<file path="config.mk">
export PLATFORM = sky130hd
export DESIGN_NAME = reorder_buffer
export DESIGN_NICKNAME = d
export VERILOG_FILES = /design/src/rtl/reorder_buffer_pkg.sv /design/src/rtl/rob_lookup_port.sv /design/src/rtl/reorder_buffer.sv
export SDC_FILE = /design/constraint.sdc
export NUM_CORES = 1
export LEC_CHECK = 0
export CORE_MARGIN = 8
export CORE_UTILIZATION = 35
export DETAILED_ROUTE_END_ITERATION = 10
export PLACE_DENSITY = 0.62
export SKIP_CTS_REPAIR_TIMING = 1
export SYNTH_ARGS = -nofsm -noshare
export SYNTH_HDL_FRONTEND = slang
export SYNTH_SLANG_ARGS = --single-unit
</file>
<file path="constraint.sdc">
create_clock -name clk -period 2.8 [get_ports clk]
set_input_delay 0.84 -clock clk [delete_from_list [all_inputs] [get_ports clk]]
set_output_delay 0.84 -clock clk [all_outputs]
set_load 0.03 [all_outputs]
</file>
<file path="src/rtl/reorder_buffer_pkg.sv">
// Shared definitions for the reorder buffer: entry classes, the tagFree marker,
// and the bit layout of the packed robData allocation word.
package reorder_buffer_pkg;

    localparam int ROB_DEPTH_DEF = 8;
    localparam int TAG_W_DEF     = 4;
    localparam int DATA_W_DEF    = 32;
    localparam int REG_W_DEF     = 5;

    // A tag equal to the depth means "no producer": the operand is already in the Regfile.
    localparam logic [TAG_W_DEF-1:0] tagFree = TAG_W_DEF'(ROB_DEPTH_DEF);

    localparam int robWidth = 2 + 2*DATA_W_DEF + 1;

    localparam int robClassLsb = 0;
    localparam int robClassMsb = 1;
    localparam int robDestLsb  = 2;
    localparam int robDestMsb  = DATA_W_DEF + 1;
    localparam int robValueLsb = DATA_W_DEF + 2;
    localparam int robValueMsb = 2*DATA_W_DEF + 1;
    localparam int robReadyBit = 2*DATA_W_DEF + 2;

    typedef enum logic [1:0] {
        robClassNormal = 2'd0,
        robClassStore  = 2'd1,
        robClassBranch = 2'd2,
        robClassJump   = 2'd3
    } rob_class_e;

endpackage

</file>
<file path="src/rtl/rob_lookup_port.sv">
// Combinational operand lookup into the reorder buffer, with a same-cycle
// bypass from the common data bus so a just-broadcast result is seen at once.
module rob_lookup_port
    import reorder_buffer_pkg::*;
#(
    parameter int ROB_DEPTH = ROB_DEPTH_DEF,
    parameter int TAG_W     = TAG_W_DEF,
    parameter int DATA_W    = DATA_W_DEF
) (
    input  logic [TAG_W-1:0]            tag,
    input  logic                        cdb_enable,
    input  logic [TAG_W-1:0]            cdb_tag,
    input  logic [DATA_W-1:0]           cdb_data,
    input  logic [ROB_DEPTH-1:0]        entry_ready,
    input  logic [ROB_DEPTH*DATA_W-1:0] entry_value,
    output logic                        ready,
    output logic [DATA_W-1:0]           data
);

    localparam int PTR_W = $clog2(ROB_DEPTH);
    localparam logic [TAG_W-1:0] TAG_FREE = TAG_W'(ROB_DEPTH);

    logic [PTR_W-1:0] idx;

    assign idx = tag[PTR_W-1:0];

    always_comb begin
        ready = 1'b0;
        data  = '0;
        if (tag == TAG_FREE) begin
            ready = 1'b1;
            data  = '0;
        end else if (cdb_enable && (cdb_tag == tag)) begin
            ready = 1'b1;
            data  = cdb_data;
        end else begin
            ready = entry_ready[idx];
            data  = entry_value[idx*DATA_W +: DATA_W];
        end
    end

endmodule

</file>
<file path="src/rtl/reorder_buffer.sv">
// Circular reorder buffer: allocates in order, captures CDB results, retires in order.
// Optional build macro ROB_FLUSH_EN adds a robFlush input that empties the buffer.
module reorder_buffer
    import reorder_buffer_pkg::*;
#(
    parameter int ROB_DEPTH = ROB_DEPTH_DEF,
    parameter int TAG_W     = TAG_W_DEF,
    parameter int DATA_W    = DATA_W_DEF,
    parameter int REG_W     = REG_W_DEF
) (
    input  logic                  clk,
    input  logic                  rst,
    input  logic                  robEnable,
    input  logic [2*DATA_W+2:0]   robData,
    output logic [TAG_W-1:0]      ROBtail,
    output logic                  robFull,
    input  logic [TAG_W-1:0]      tagCheck1,
    input  logic [TAG_W-1:0]      tagCheck2,
    output logic                  tag1Ready,
    output logic                  tag2Ready,
    output logic [DATA_W-1:0]     robData1,
    output logic [DATA_W-1:0]     robData2,
    input  logic                  cdbEnable,
    input  logic [TAG_W-1:0]      cdbTag,
    input  logic [DATA_W-1:0]     cdbData,
`ifdef ROB_FLUSH_EN
    input  logic                  robFlush,
`endif
    output logic                  commitEnable,
    output logic [REG_W-1:0]      commitAddr,
    output logic [TAG_W-1:0]      commitTag,
    output logic [DATA_W-1:0]     commitData
);

    localparam int PTR_W = $clog2(ROB_DEPTH);
    localparam logic [TAG_W-1:0] TAG_FREE = TAG_W'(ROB_DEPTH);

    logic [ROB_DEPTH-1:0]        valid_q;
    logic [ROB_DEPTH-1:0]        ready_q;
    logic [DATA_W-1:0]           value_q [ROB_DEPTH];
    logic [REG_W-1:0]            dest_q  [ROB_DEPTH];
    rob_class_e                  class_q [ROB_DEPTH];
    logic [ROB_DEPTH*DATA_W-1:0] value_flat;

    logic [PTR_W-1:0] head;
    logic [PTR_W-1:0] tail;
    logic [PTR_W:0]   count;

    logic             flush;
    logic             do_alloc;
    logic             do_commit;
    logic             wb_hit;
    logic [PTR_W-1:0] wb_idx;

    logic             in_ready;
    logic [DATA_W-1:0] in_value;
    logic [REG_W-1:0] in_dest;
    rob_class_e       in_class;
    logic             unused_dest_hi;

`ifdef ROB_FLUSH_EN
    assign flush = robFlush;
`else
    assign flush = 1'b0;
`endif

    assign in_ready       = robData[2*DATA_W+2];
    assign in_value       = robData[2*DATA_W+1:DATA_W+2];
    assign in_dest        = robData[REG_W+1:2];
    assign in_class       = rob_class_e'(robData[1:0]);
    assign unused_dest_hi = ^robData[DATA_W+1:REG_W+2];

    assign robFull   = (count == (PTR_W+1)'(ROB_DEPTH));
    assign ROBtail   = TAG_W'(tail);
    assign do_alloc  = robEnable && !robFull;
    assign do_commit = valid_q[head] && ready_q[head];
    assign wb_idx    = cdbTag[PTR_W-1:0];

    // A broadcast aimed at the entry retiring this cycle is dropped so the slot stays clean.
    assign wb_hit = cdbEnable && (cdbTag != TAG_FREE) && valid_q[wb_idx]
                    && !(do_commit && (wb_idx == head));

    always_ff @(posedge clk or posedge rst) begin
        if (rst) begin
            valid_q      <= '0;
            ready_q      <= '0;
            head         <= '0;
            tail         <= '0;
            count        <= '0;
            commitEnable <= 1'b0;
            commitAddr   <= '0;
            commitTag    <= '0;
            commitData   <= '0;
        end else if (flush) begin
            valid_q      <= '0;
            ready_q      <= '0;
            head         <= '0;
            tail         <= '0;
            count        <= '0;
            commitEnable <= 1'b0;
        end else begin
            commitEnable <= 1'b0;
            if (do_commit) begin
                valid_q[head] <= 1'b0;
                ready_q[head] <= 1'b0;
                head          <= head + 1'b1;
                commitEnable  <= (class_q[head] == robClassNormal) && (dest_q[head] != '0);
                commitAddr    <= dest_q[head];
                commitTag     <= TAG_W'(head);
                commitData    <= value_q[head];
            end
            if (wb_hit) begin
                ready_q[wb_idx] <= 1'b1;
            end
            if (do_alloc) begin
                valid_q[tail] <= 1'b1;
                ready_q[tail] <= in_ready;
                tail          <= tail + 1'b1;
            end
            count <= count + (PTR_W+1)'(do_alloc) - (PTR_W+1)'(do_commit);
        end
    end

    // Payload carries no reset; the valid/ready bits above decide whether it means anything.
    always_ff @(posedge clk) begin
        if (!flush) begin
            if (wb_hit) begin
                value_q[wb_idx] <= cdbData;
            end
            if (do_alloc) begin
                value_q[tail] <= in_value;
                dest_q[tail]  <= in_dest;
                class_q[tail] <= in_class;
            end
        end
    end

    always_comb begin
        value_flat = '0;
        for (int i = 0; i < ROB_DEPTH; i++) begin
            value_flat[i*DATA_W +: DATA_W] = value_q[i];
        end
    end

    rob_lookup_port #(
        .ROB_DEPTH(ROB_DEPTH),
        .TAG_W    (TAG_W),
        .DATA_W   (DATA_W)
    ) u_lookup1 (
        .tag        (tagCheck1),
        .cdb_enable (cdbEnable),
        .cdb_tag    (cdbTag),
        .cdb_data   (cdbData),
        .entry_ready(ready_q),
        .entry_value(value_flat),
        .ready      (tag1Ready),
        .data       (robData1)
    );

    rob_lookup_port #(
        .ROB_DEPTH(ROB_DEPTH),
        .TAG_W    (TAG_W),
        .DATA_W   (DATA_W)
    ) u_lookup2 (
        .tag        (tagCheck2),
        .cdb_enable (cdbEnable),
        .cdb_tag    (cdbTag),
        .cdb_data   (cdbData),
        .entry_ready(ready_q),
        .entry_value(value_flat),
        .ready      (tag2Ready),
        .data       (robData2)
    );

endmodule

</file>
# == Word-level counts from Yosys, hierarchy flattened ==
# Memory sizes are Yosys's and may differ from the RTL's. A register that Yosys moved wholly into a read port is not among the register bits.
# Cells that the tools add are included.
# totals
elab_cells,88
out_inout_bits,113
ff_bits,35
mem_bits_rw,312
memories,3
in_bits,115
# op_classes
n_shift,2
n_reduce_logical,16
magnitude_cmp,8
n_bitwise,5
n_eq_ne,7
addsub,4
mux,35
# memory_table
memory,depth,width,rd,rd_clocked_by_memory_dff,write_ports,line_no,source
value_q,8,32,9,1,2,reorder_buffer.sv:40,logic [DATA_W-1:0] value_q [ROB_DEPTH];
dest_q,8,5,1,0,1,reorder_buffer.sv:41,logic [REG_W-1:0] dest_q [ROB_DEPTH];
class_q,8,2,1,0,1,reorder_buffer.sv:42,rob_class_e class_q [ROB_DEPTH];
# op_table
operator,count
256-bit by 9-bit variable part select with 32-bit output,2
32-bit two-way mux,4
8-bit two-way mux,5
"3-bit by 4-bit less-than comparator with 1-bit output, second input constant",5
1-bit two-way mux,17
8-bit bitwise AND,2
8-bit bitwise OR,2
1-bit binary-select mux with 3-bit select,5
"4-bit equality test, second input constant",3
1-bit logical AND,12
1-bit demux with 3-bit select,3
"3-bit by 1-bit greater-or-equal comparator with 1-bit output, second input constant",3
8-bit bitwise mux,1
4-bit equality test,2
8-bit NOT,1
"3-bit by 1-bit adder with 3-bit output, second input constant",2
5-bit nonzero test,1
4-bit by 1-bit adder with 4-bit output,1
"4-bit inequality test, second input constant",1
4-bit by 1-bit subtractor with 4-bit output,1
3-bit equality test,1
1-bit zero test,2
2-bit zero test,1

# == Depth between registers and ports, before layout ==
# Gate-level depths: netlist of run 1.
# depth
word_depth,11
mapped_depth,13
ltp_nobuf,10

# == Cells and area by module ==
# A second synthesis of run 1 with hierarchy kept.
# unflattened
hier_cells,1666
area_unflattened_um2,23909.2
# by_module_without_submodules
mod,area_each_um2,cells_each,seq_area_each_um2,n_inst
reorder_buffer,18378.9,1178,11045.6,1
rob_lookup_port,2765.2,244,0.0,2

# == Worst setup path after synthesis of run 1 ==
# Ideal clock, no wire load.
# synth_timing
path_kind,input-to-output
from,in tagCheck1[2]
to,out robData1[10]
path_slack_ns,-0.653
cell_stages,8
t_arrival_ns,2.613
cell_sequence,buf_2 -> xor2_1 -> nor3_1 -> nand3_1 -> buf_2 -> clkbuf_1 -> nor2_1 -> a211oi_1
# synth_via
elab_chain_cells,4
word_cells_on_any_way,6
cone_classes,eq/ne (2); shift (1); mux (2); reduce/logical (1)
# synth_rtl
item,line_no,source
start: declaration,reorder_buffer.sv:17,"input logic [TAG_W-1:0] tagCheck1,"
branches (longest 3 deep; another with 256-bit by 9-bit variable part select with 32-bit output),--,
32-bit two-way mux (*),rob_lookup_port.sv:30,if (tag == TAG_FREE) begin
end: declaration,reorder_buffer.sv:21,"output logic [DATA_W-1:0] robData1,"
# Every way passes the cells marked *.

# == Worst setup path after layout of run 1 ==
# layout_timing
from,in tagCheck1[0]
to,out robData1[12]
# The elaborated chain is that of the path after synthesis.

==> results.json, run 1 <==
{
  "initial_core_util": 0.352,
  "peakVddDrop_uv": 589,
  "rsz0062_at_grt": "yes",
  "cp-start-kind": "input pin",
  "vias": 17100,
  "final_nets": 2168,
  "avgRoutedWirePerCell_um": 28.8,
  "hold_depth": 2,
  "crit_arrival_ns": 2.48,
  "viasPerCell": 5.80,
  "post-route-min-period_ns": 3.32,
  "fmax_mhz": 302,
  "dp_hpwl_mm": 54.7,
  "cp_slowest_stage_delay_ns": 0.27,
  "synth-edff-count": 312,
  "cts_tree": "yes",
  "synth_ff_type": "edfxtp_1",
  "seq_area_frac_synth": 0.479,
  "total_power_w": 0.0279,
  "r2r_slack_ns": 0.04,
  "drive_gt1_frac": 0.453,
  "synth_fa_ha_area_frac": 0.00467,
  "fillers": 5623,
  "crit_path_frequent_cell": "clkbuf_16",
  "cts_sinks": 379,
  "cap_violations": 0,
  "synth_cell_types": 52,
  "drtIter0Drc": 1696,
  "cp_slowest_cell": "a211oi_4",
  "yosys_warnings": 0,
  "die_width_um": 273,
  "grt_max_degree": 69,
  "holdPathEnd": "commitData[20]",
  "core_area_um2": 65500,
  "route.detailed.drc": 0,
  "yosys.area.top_type_share": 0.406,
  "cp_cell_sequence": "buf_16 > xor2_1 > nor3_1 > buf_4 > nand3_4 > clkbuf_16 > clkbuf_16 > a211oi_4 > buf_12",
  "yosys.area_share.simple": 0.0863,
  "final_cells": 2947,
  "cts_max_level": 2,
  "wl_mm": 85.0,
  "holdCritStartpoint": "commitData[20]",
  "ant_nets": 0,
  "synthArstFlopShare": 0.177,
  "setup_violations": 66,
  "holdWs_ns": 0.480,
  "slew_violations": 0,
  "crit_type": "in2out",
  "cts-root-buf": "clkbuf_16",
  "outcome": "finished, violations left",
  "r2r_cells": 7,
  "synth_cells": 1722,
  "areaGrowthSynthToFinish_pct": 34.9,
  "crit_fanout": 7,
  "grt_pass1_wl_mm": 118,
  "drt_first_pass_iters": 6,
  "violations": "setup timing",
  "yosys.area.top_type": "edfxtp_1",
  "antenna_found_initial": 6,
  "worst-slew-pin-transition_ns": 0.626,
  "grt_overflow": 0,
  "worst_r2r_endpoint": "value_q[0][5]",
  "port_buffers": 198,
  "slew_headroom": 0.581,
  "syn_area_um2": 23100,
  "avgSynthCellArea_um2": 13.4,
  "clock_latency_ns": 0.59,
  "r2r-start": "head[0]",
  "fin_crit_sh": 1.18,
  "rows": 94,
  "leakage_nw": 11.8,
  "clk_pin_slew_ns": 0.06,
  "hp-class": "reg2reg",
  "gr-usage-all-layers": 0.211,
  "hold_viol": 0,
  "worst_slack_ns": -0.516,
  "synth_mux_area_frac": 0.335,
  "fin_worst_skew_ns": 0.0226,
  "cp-end-kind": "output port",
  "die_h_um": 273,
  "die-area_um2": 74400,
  "startpoint": "tagCheck1[0]",
  "gp_congestion": 0.872,
  "num_io_pins": 228,
  "synth_seq_cells": 379,
  "grt_pass1_vias": 17300,
  "synth_compound_area_frac": 0.0440,
  "synth_top_family_by_area": "multiplexers",
  "power_density_nw_per_um2": 897,
  "place_inst": 2837,
  "clk_path_buf_depth": 3,
  "crit_required_ns": 1.96,
  "synth_area_leaders": "edfxtp_1, mux4_2, dfrtp_1",
  "cts_buffers": 43,
  "synth_xor_area_frac": 0.00646
}
[flip-flops by register name, indices dropped and copies added, names as in the netlist]
| signal | flops |
|---|---|
| class_q | 16 |
| commitAddr | 5 |
| commitData | 32 |
| commitEnable | 1 |
| commitTag | 3 |
| count | 4 |
| dest_q | 40 |
| head | 3 |
| ready_q | 8 |
| tail | 3 |
| valid_q | 8 |
| value_q | 256 |
[worst max-delay path, delay by kind of cell]
kind	cells	cell delay (ns)
buf+inv	5	0.86
compound gates	1	0.27
xor+xnor	1	0.14
simple gates	2	0.33
[how the worst max path moves through the flow]
| stage | to | slack [ns] |
|---|---|---|
| 2_1_floorplan | robData1[12] | -0.18 |
| 3_3_place_gp | robData1[12] | -0.81 |
| 3_5_place_dp | robData1[12] | -0.86 |
| 4_1_cts | robData1[12] | -0.86 |
| 5_1_grt | robData1[12] | -0.55 |
| 6_report | robData1[12] | -0.52 |
[per-layer routing]
metal	up-vias	routed length, µm	track usage
met2	918	41500	0.354
met4	4	3130	0.0727
met1	8813	33200	0.273
met5	-	27	0
met3	184	7100	0.0372
li1	7186	-	-
[logic make-up after synthesis]
logic type | count (synthesis)
AOI/OAI and AO/OA | 153
xor gates and xnor gates | 17
adders and majority gates | 8
buffers and inverters | 193
DFF | 379
muxes | 485
other | 1
and+or+nand+nor | 486
[cell usage in the layout, fill, tap and decap left out, drive strengths merged, types with 19 or more instances in the layout]
cell type / instances
inv: 19
mux2: 179
clkdlybuf4s50: 118
clkbuf: 72
edfxtp: 312
o21ai: 57
buf: 315
dfrtp: 67
a211oi: 65
nand2: 354
mux2i: 104
nor2: 85
mux4: 202
[cell usage after synthesis, types with 3 or more instances]
library cell	count
xor2_1	7
o31ai_1	3
mux2_2	146
inv_2	3
a31oi_1	8
a21oi_1	4
nor3_1	6
clkbuf_1	50
nor2b_1	4
inv_1	15
nor2_1	85
nand3b_1	4
ha_1	7
mux2_4	33
mux4_2	202
nand3_1	9
mux2i_1	104
o221ai_1	4
o21ai_0	50
or3_1	5
nand2b_1	5
buf_4	25
nand2_1	353
buf_6	18
a211oi_1	65
edfxtp_1	312
buf_1	28
xnor2_1	10
buf_2	54
o21ai_1	7
a22oi_1	5
dfrtp_1	67
[cell type report]
cell class / count / area (µm²) / area share
multi-input cells: 1151 / 12200 / 0.392
flip-flops and latches: 379 / 11100 / 0.355
repair buffers: 452 / 5230 / 0.168
clock buffers: 57 / 1160 / 0.0372
well taps: 864 / 1080 / 0.0348
clock inverters: 22 / 297 / 0.00953
inverters: 18 / 70.1 / 0.00225
diodes: 4 / 10.0 / 0.000322
[stage by stage]
step	setup WS [ns]	utilization	setup TNS (ns)	area, µm²
after floorplan	-0.176	-	-9.58	24300
after global placement	-0.810	0.437	-132.86	28600
after detailed placement	-0.859	0.437	-141.83	28600
after CTS	-0.859	0.459	-50.78	30100
after global routing	-0.550	0.475	-29.69	31100
final	-0.516	0.475	-27.24	31100
[power by group]
group          switching (W)  internal (W)
Combinational        0.00721       0.00614
Sequential          0.000892       0.00773
Clock                0.00244       0.00349
Note: power is estimated with default switching activity, not from simulation.
==> run 2: changes to the inputs <==
CORE_ASPECT_RATIO = 1.2   (was unset)
CORE_MARGIN = 10   (was 8)
==> results.json, run 2 (synthesis results as in run 1) <==
{
  "crit_required_ns": 1.96,
  "grt_max_degree": 79,
  "die_h_um": 301,
  "dp_hpwl_mm": 56.0,
  "die-area_um2": 76600,
  "largest-register": "value_q",
  "ant_nets": 0,
  "worst_slack_ns": -0.447,
  "cp_slowest_stage_delay_ns": 0.22,
  "drt_first_pass_iters": 5,
  "hold_depth": 2,
  "fmax_mhz": 308,
  "initial_core_util": 0.352,
  "drive_gt1_frac": 0.473,
  "cp-start-kind": "input pin",
  "fin_crit_sh": 1.16,
  "cap_violations": 0,
  "grt_pass1_wl_mm": 120,
  "clk_pin_slew_ns": 0.07,
  "crit_type": "in2out",
  "power_density_nw_per_um2": 894,
  "antenna_found_initial": 11,
  "gp_congestion": 0.886,
  "sw_frac_of_total": 0.379,
  "cts_tree": "yes",
  "outcome": "finished, violations left",
  "leakage_nw": 11.9,
  "pwr-share-clk": 0.215,
  "gr-usage-all-layers": 0.212,
  "cp-end-kind": "output port",
  "route.detailed.drc": 0,
  "largest_registers": "value_q x256, dest_q x40, commitData x32",
  "p_switching_w": 0.0107,
  "multi_input_area_um2": 12400,
  "port_buffers": 198,
  "fin_worst_skew_ns": 0.0333,
  "wl_mm": 84.2,
  "largest_reg_flops": 256,
  "final_common_cell": "nand2_1",
  "dpl-instance-area_um2": 28800,
  "r2r_slack_ns": 0.13,
  "slew_violations": 0,
  "path_buf_inv": 6,
  "die_width_um": 254,
  "cp_cell_sequence": "buf_6 > buf_6 > xor2_1 > nor3_2 > nand3_4 > buf_12 > buf_12 > buf_12 > a211oi_4 > buf_6",
  "cts_sinks": 379,
  "slew_headroom": 0.480,
  "r2r-start": "head[2]",
  "power_frac_comb": 0.478,
  "setup_violations": 66,
  "avgRoutedWirePerCell_um": 28.6,
  "clock_latency_ns": 0.60,
  "crit_fanout": 11,
  "viasPerCell": 5.81,
  "drtIter0Drc": 1768,
  "cp.depth": 10,
  "holdWs_ns": 0.479,
  "startpoint": "cdbTag[3]",
  "violations": "setup timing",
  "vias": 17100,
  "p_seq_frac": 0.308,
  "pre_cts_slack_ns": -0.914,
  "rsz0062_at_grt": "yes",
  "crit_arrival_ns": 2.41,
  "design_area_um2": 31600,
  "cts-root-buf": "clkbuf_16",
  "rows": 103,
  "crit_family": "buffers and inverters",
  "worst-slew-pin-transition_ns": 0.779,
  "r2r_cells": 10,
  "layout.cells.most_common_list": "nand2_1, edfxtp_1, mux4_2",
  "peakVddDrop_uv": 579,
  "fillers": 5583,
  "grt_pass1_vias": 17400,
  "cts_buffers": 43,
  "hold_viol": 0,
  "num_io_pins": 228,
  "regArea_um2": 11100,
  "p_int_w": 0.0175,
  "cp_slowest_cell": "a211oi_4",
  "post-route-min-period_ns": 3.25,
  "cts_max_level": 2,
  "grt_overflow": 0,
  "holdCritStartpoint": "commitData[26]",
  "areaGrowthSynthToFinish_pct": 37.0,
  "total_power_w": 0.0282,
  "final_nets": 2185,
  "core_area_um2": 65600,
  "hp-class": "reg2reg",
  "clk_path_buf_depth": 3
}
-- run 2: worst min-delay path, cell delays in order, from the launching register on --
cell and delay, ns:
dfrtp_1 0.34, nand2_1 0.05, o21ai_0 0.06
-- run 2: power by group through the flow --
stage	registers (W)	logic (W)	clock network (W)
2_1_floorplan	0.00896	0.00791	0
3_3_place_gp	0.00868	0.0129	0
3_5_place_dp	0.00878	0.0131	0
4_1_cts	0.00867	0.0131	0.00614
5_1_grt	0.00881	0.0143	0.00636
6_report	0.00869	0.0135	0.00606
-- run 2: layer usage --
layer / GRT usage / vias to the layer above / routed length, µm / part of all wire
li1: - / 7205 / - / -
met1: 0.272 / 8868 / 32800 / 0.39
met2: 0.350 / 867 / 41400 / 0.49
met3: 0.0478 / 146 / 7350 / 0.087
met4: 0.0661 / 14 / 2580 / 0.031
met5: 0 / - / 79 / 0.00094
-- run 2: path summary, 6_finish.rpt --
check / endpoint
hold reg to reg: commitData[26]
max in group asynchronous: commitData[14]
min in group asynchronous: commitData[31]
setup reg to reg: count[2]
hold / removal: commitData[26]
setup / recovery: robData2[14]
-- run 2: metrics by stage --
stage	setup TNS, ns	std cells	utilization
after global placement	-167.80	2828	0.439
final	-24.25	2941	0.482
after global routing	-26.66	2939	0.482
after detailed placement	-175.85	2828	0.439
after floorplan	-9.58	1723	-
after CTS	-58.58	2908	0.462
-- run 2: final cells by class --
class | instances | share of cell area
Antenna cell | 4 | 0.000317
Clock buffer | 54 | 0.0373
Clock inverter | 26 | 0.00958
Inverter | 18 | 0.00222
Multi-Input combinational cell | 1151 | 0.392
Sequential cell | 379 | 0.350
Tap cell | 840 | 0.0333
Timing Repair Buffer | 469 | 0.175
==> run 3: changes to the inputs <==
MAX_ROUTING_LAYER = met4   (was unset)
==> results.json, run 3 (synthesis results as in run 1) <==
{
  "areaGrowthSynthToFinish_pct": 36.8,
  "cts-root-buf": "clkbuf_16",
  "setup_violations": 66,
  "cp_slowest_stage_delay_ns": 0.22,
  "largest-register": "value_q",
  "holdWs_ns": 0.479,
  "largest_reg_flops": 256,
  "fmax_mhz": 308,
  "grt_max_degree": 79,
  "holdPathEnd": "commitData[26]",
  "worst-slew-pin-transition_ns": 0.788,
  "fin_setup_tns_ns": -24.28,
  "cp-end-kind": "output port",
  "clk_path_buf_depth": 3,
  "core_area_um2": 65600,
  "cts_tree": "yes",
  "wl_mm": 84.3,
  "ant_nets": 0,
  "slew_violations": 0,
  "slew_headroom": 0.475,
  "final_nets": 2183,
  "rows": 103,
  "clock_latency_ns": 0.59,
  "leakage_nw": 11.9,
  "fin_worst_skew_ns": 0.0333,
  "r2r_cells": 7,
  "post-route-min-period_ns": 3.24,
  "pwr-share-clk": 0.215,
  "violations": "setup timing",
  "antenna_found_initial": 11,
  "grt_pass1_vias": 17400,
  "holdCritStartpoint": "commitData[26]",
  "crit_required_ns": 1.96,
  "die_width_um": 254,
  "outcome": "finished, violations left",
  "rsz0062_at_grt": "yes",
  "multi_input_area_um2": 12400,
  "p_switching_w": 0.0107,
  "crit_fanout": 11,
  "clk_pin_slew_ns": 0.07,
  "power_density_nw_per_um2": 895,
  "die-area_um2": 76600,
  "cts_max_level": 2,
  "cp_cell_sequence": "buf_6 > buf_6 > xor2_1 > nor3_2 > nand3_4 > buf_12 > buf_12 > buf_12 > a211oi_4 > buf_6",
  "cp_slowest_cell": "a211oi_4",
  "final_common_cell": "nand2_1",
  "power_frac_comb": 0.477,
  "dp_hpwl_mm": 56.0,
  "grt_overflow": 0,
  "port_buffers": 198,
  "path_buf_inv": 6,
  "p_int_w": 0.0175,
  "worst_r2r_endpoint": "value_q[3][16]",
  "drtIter0Drc": 1707,
  "drt_first_pass_iters": 5,
  "grt_pass1_wl_mm": 119,
  "hold_depth": 2,
  "cts_sinks": 379,
  "avgRoutedWirePerCell_um": 28.6,
  "peakVddDrop_uv": 586,
  "worst_slack_ns": -0.445,
  "cp-start-kind": "input pin",
  "route.detailed.drc": 0,
  "vias": 17100,
  "sw_frac_of_total": 0.379,
  "cts_buffers": 43,
  "layout.cells.most_common_list": "nand2_1, edfxtp_1, mux4_2",
  "gr-usage-all-layers": 0.218,
  "hp-class": "reg2reg",
  "num_io_pins": 228,
  "total_power_w": 0.0282,
  "regArea_um2": 11100,
  "cap_violations": 0,
  "largest_registers": "value_q x256, dest_q x40, commitData x32",
  "fillers": 5595,
  "p_seq_frac": 0.308,
  "fin_crit_sh": 1.16,
  "hold_viol": 0,
  "crit_arrival_ns": 2.40,
  "crit_family": "buffers and inverters",
  "gp_congestion": 0.901,
  "r2r-start": "head[2]",
  "crit_type": "in2out",
  "drive_gt1_frac": 0.473,
  "die_h_um": 301,
  "viasPerCell": 5.80,
  "r2r_slack_ns": 0.14,
  "initial_core_util": 0.352
}
run 3: area by class of cell:
| class | instances | share of cell area |
|---|---|---|
| Antenna cell | 11 | 0.000872 |
| Clock buffer | 54 | 0.0374 |
| Clock inverter | 26 | 0.00960 |
| Inverter | 18 | 0.00222 |
| Multi-Input combinational cell | 1151 | 0.392 |
| Sequential cell | 379 | 0.350 |
| Tap cell | 840 | 0.0333 |
| Timing Repair Buffer | 467 | 0.174 |
run 3: how the worst max path moves through the flow:
stage / from / end / slack, ns / depth (start not counted)
floorplan: tagCheck1[0] / robData1[12] / -0.18 / 7
global placement: cdbTag[0] / robData2[1] / -0.95 / 7
detailed placement: cdbTag[0] / robData2[1] / -0.91 / 7
CTS: cdbTag[0] / robData2[1] / -0.94 / 7
global route: cdbTag[3] / robData2[14] / -0.47 / 10
finish: cdbTag[3] / robData2[14] / -0.44 / 10
run 3: worst reg2reg max path, stage by stage (launching register included):
cell and delay (ns):
dfrtp_4 0.61, buf_6 0.43, xnor2_1 0.18, nand3_1 0.21, buf_4 0.21, o21ai_1 0.37, nand2_2 0.15, buf_12 0.21
run 3: routing by layer:
layer,vias to the layer above,GRT usage,routed length (µm)
li1,7210,-,-
met1,8906,0.273,32700
met2,856,0.350,41500
met3,128,0.0460,7560
met4,0,0.0659,2500
met5,-,-,0
run 3: stage by stage:
| step | cell area [µm²] | util | instances | setup slack [ns] |
|---|---|---|---|---|
| 6_report | 31500 | 0.481 | 2946 | -0.445 |
| 5_1_grt | 31500 | 0.481 | 2946 | -0.467 |
| 4_1_cts | 30300 | 0.462 | 2908 | -0.942 |
| 3_5_place_dp | 28800 | 0.439 | 2828 | -0.914 |
| 3_3_place_gp | 28800 | 0.439 | 2828 | -0.952 |
| 2_1_floorplan | 24300 | - | 1723 | -0.176 |
run 3: power groups by stage:
stage                     registers (W)  logic (W)  clock network, W
after detailed placement        0.00878     0.0131                 0
after global routing            0.00881     0.0143           0.00636
final                           0.00869     0.0135           0.00606
after floorplan                 0.00896    0.00791                 0
after global placement          0.00868     0.0129                 0
after CTS                       0.00867     0.0131           0.00614
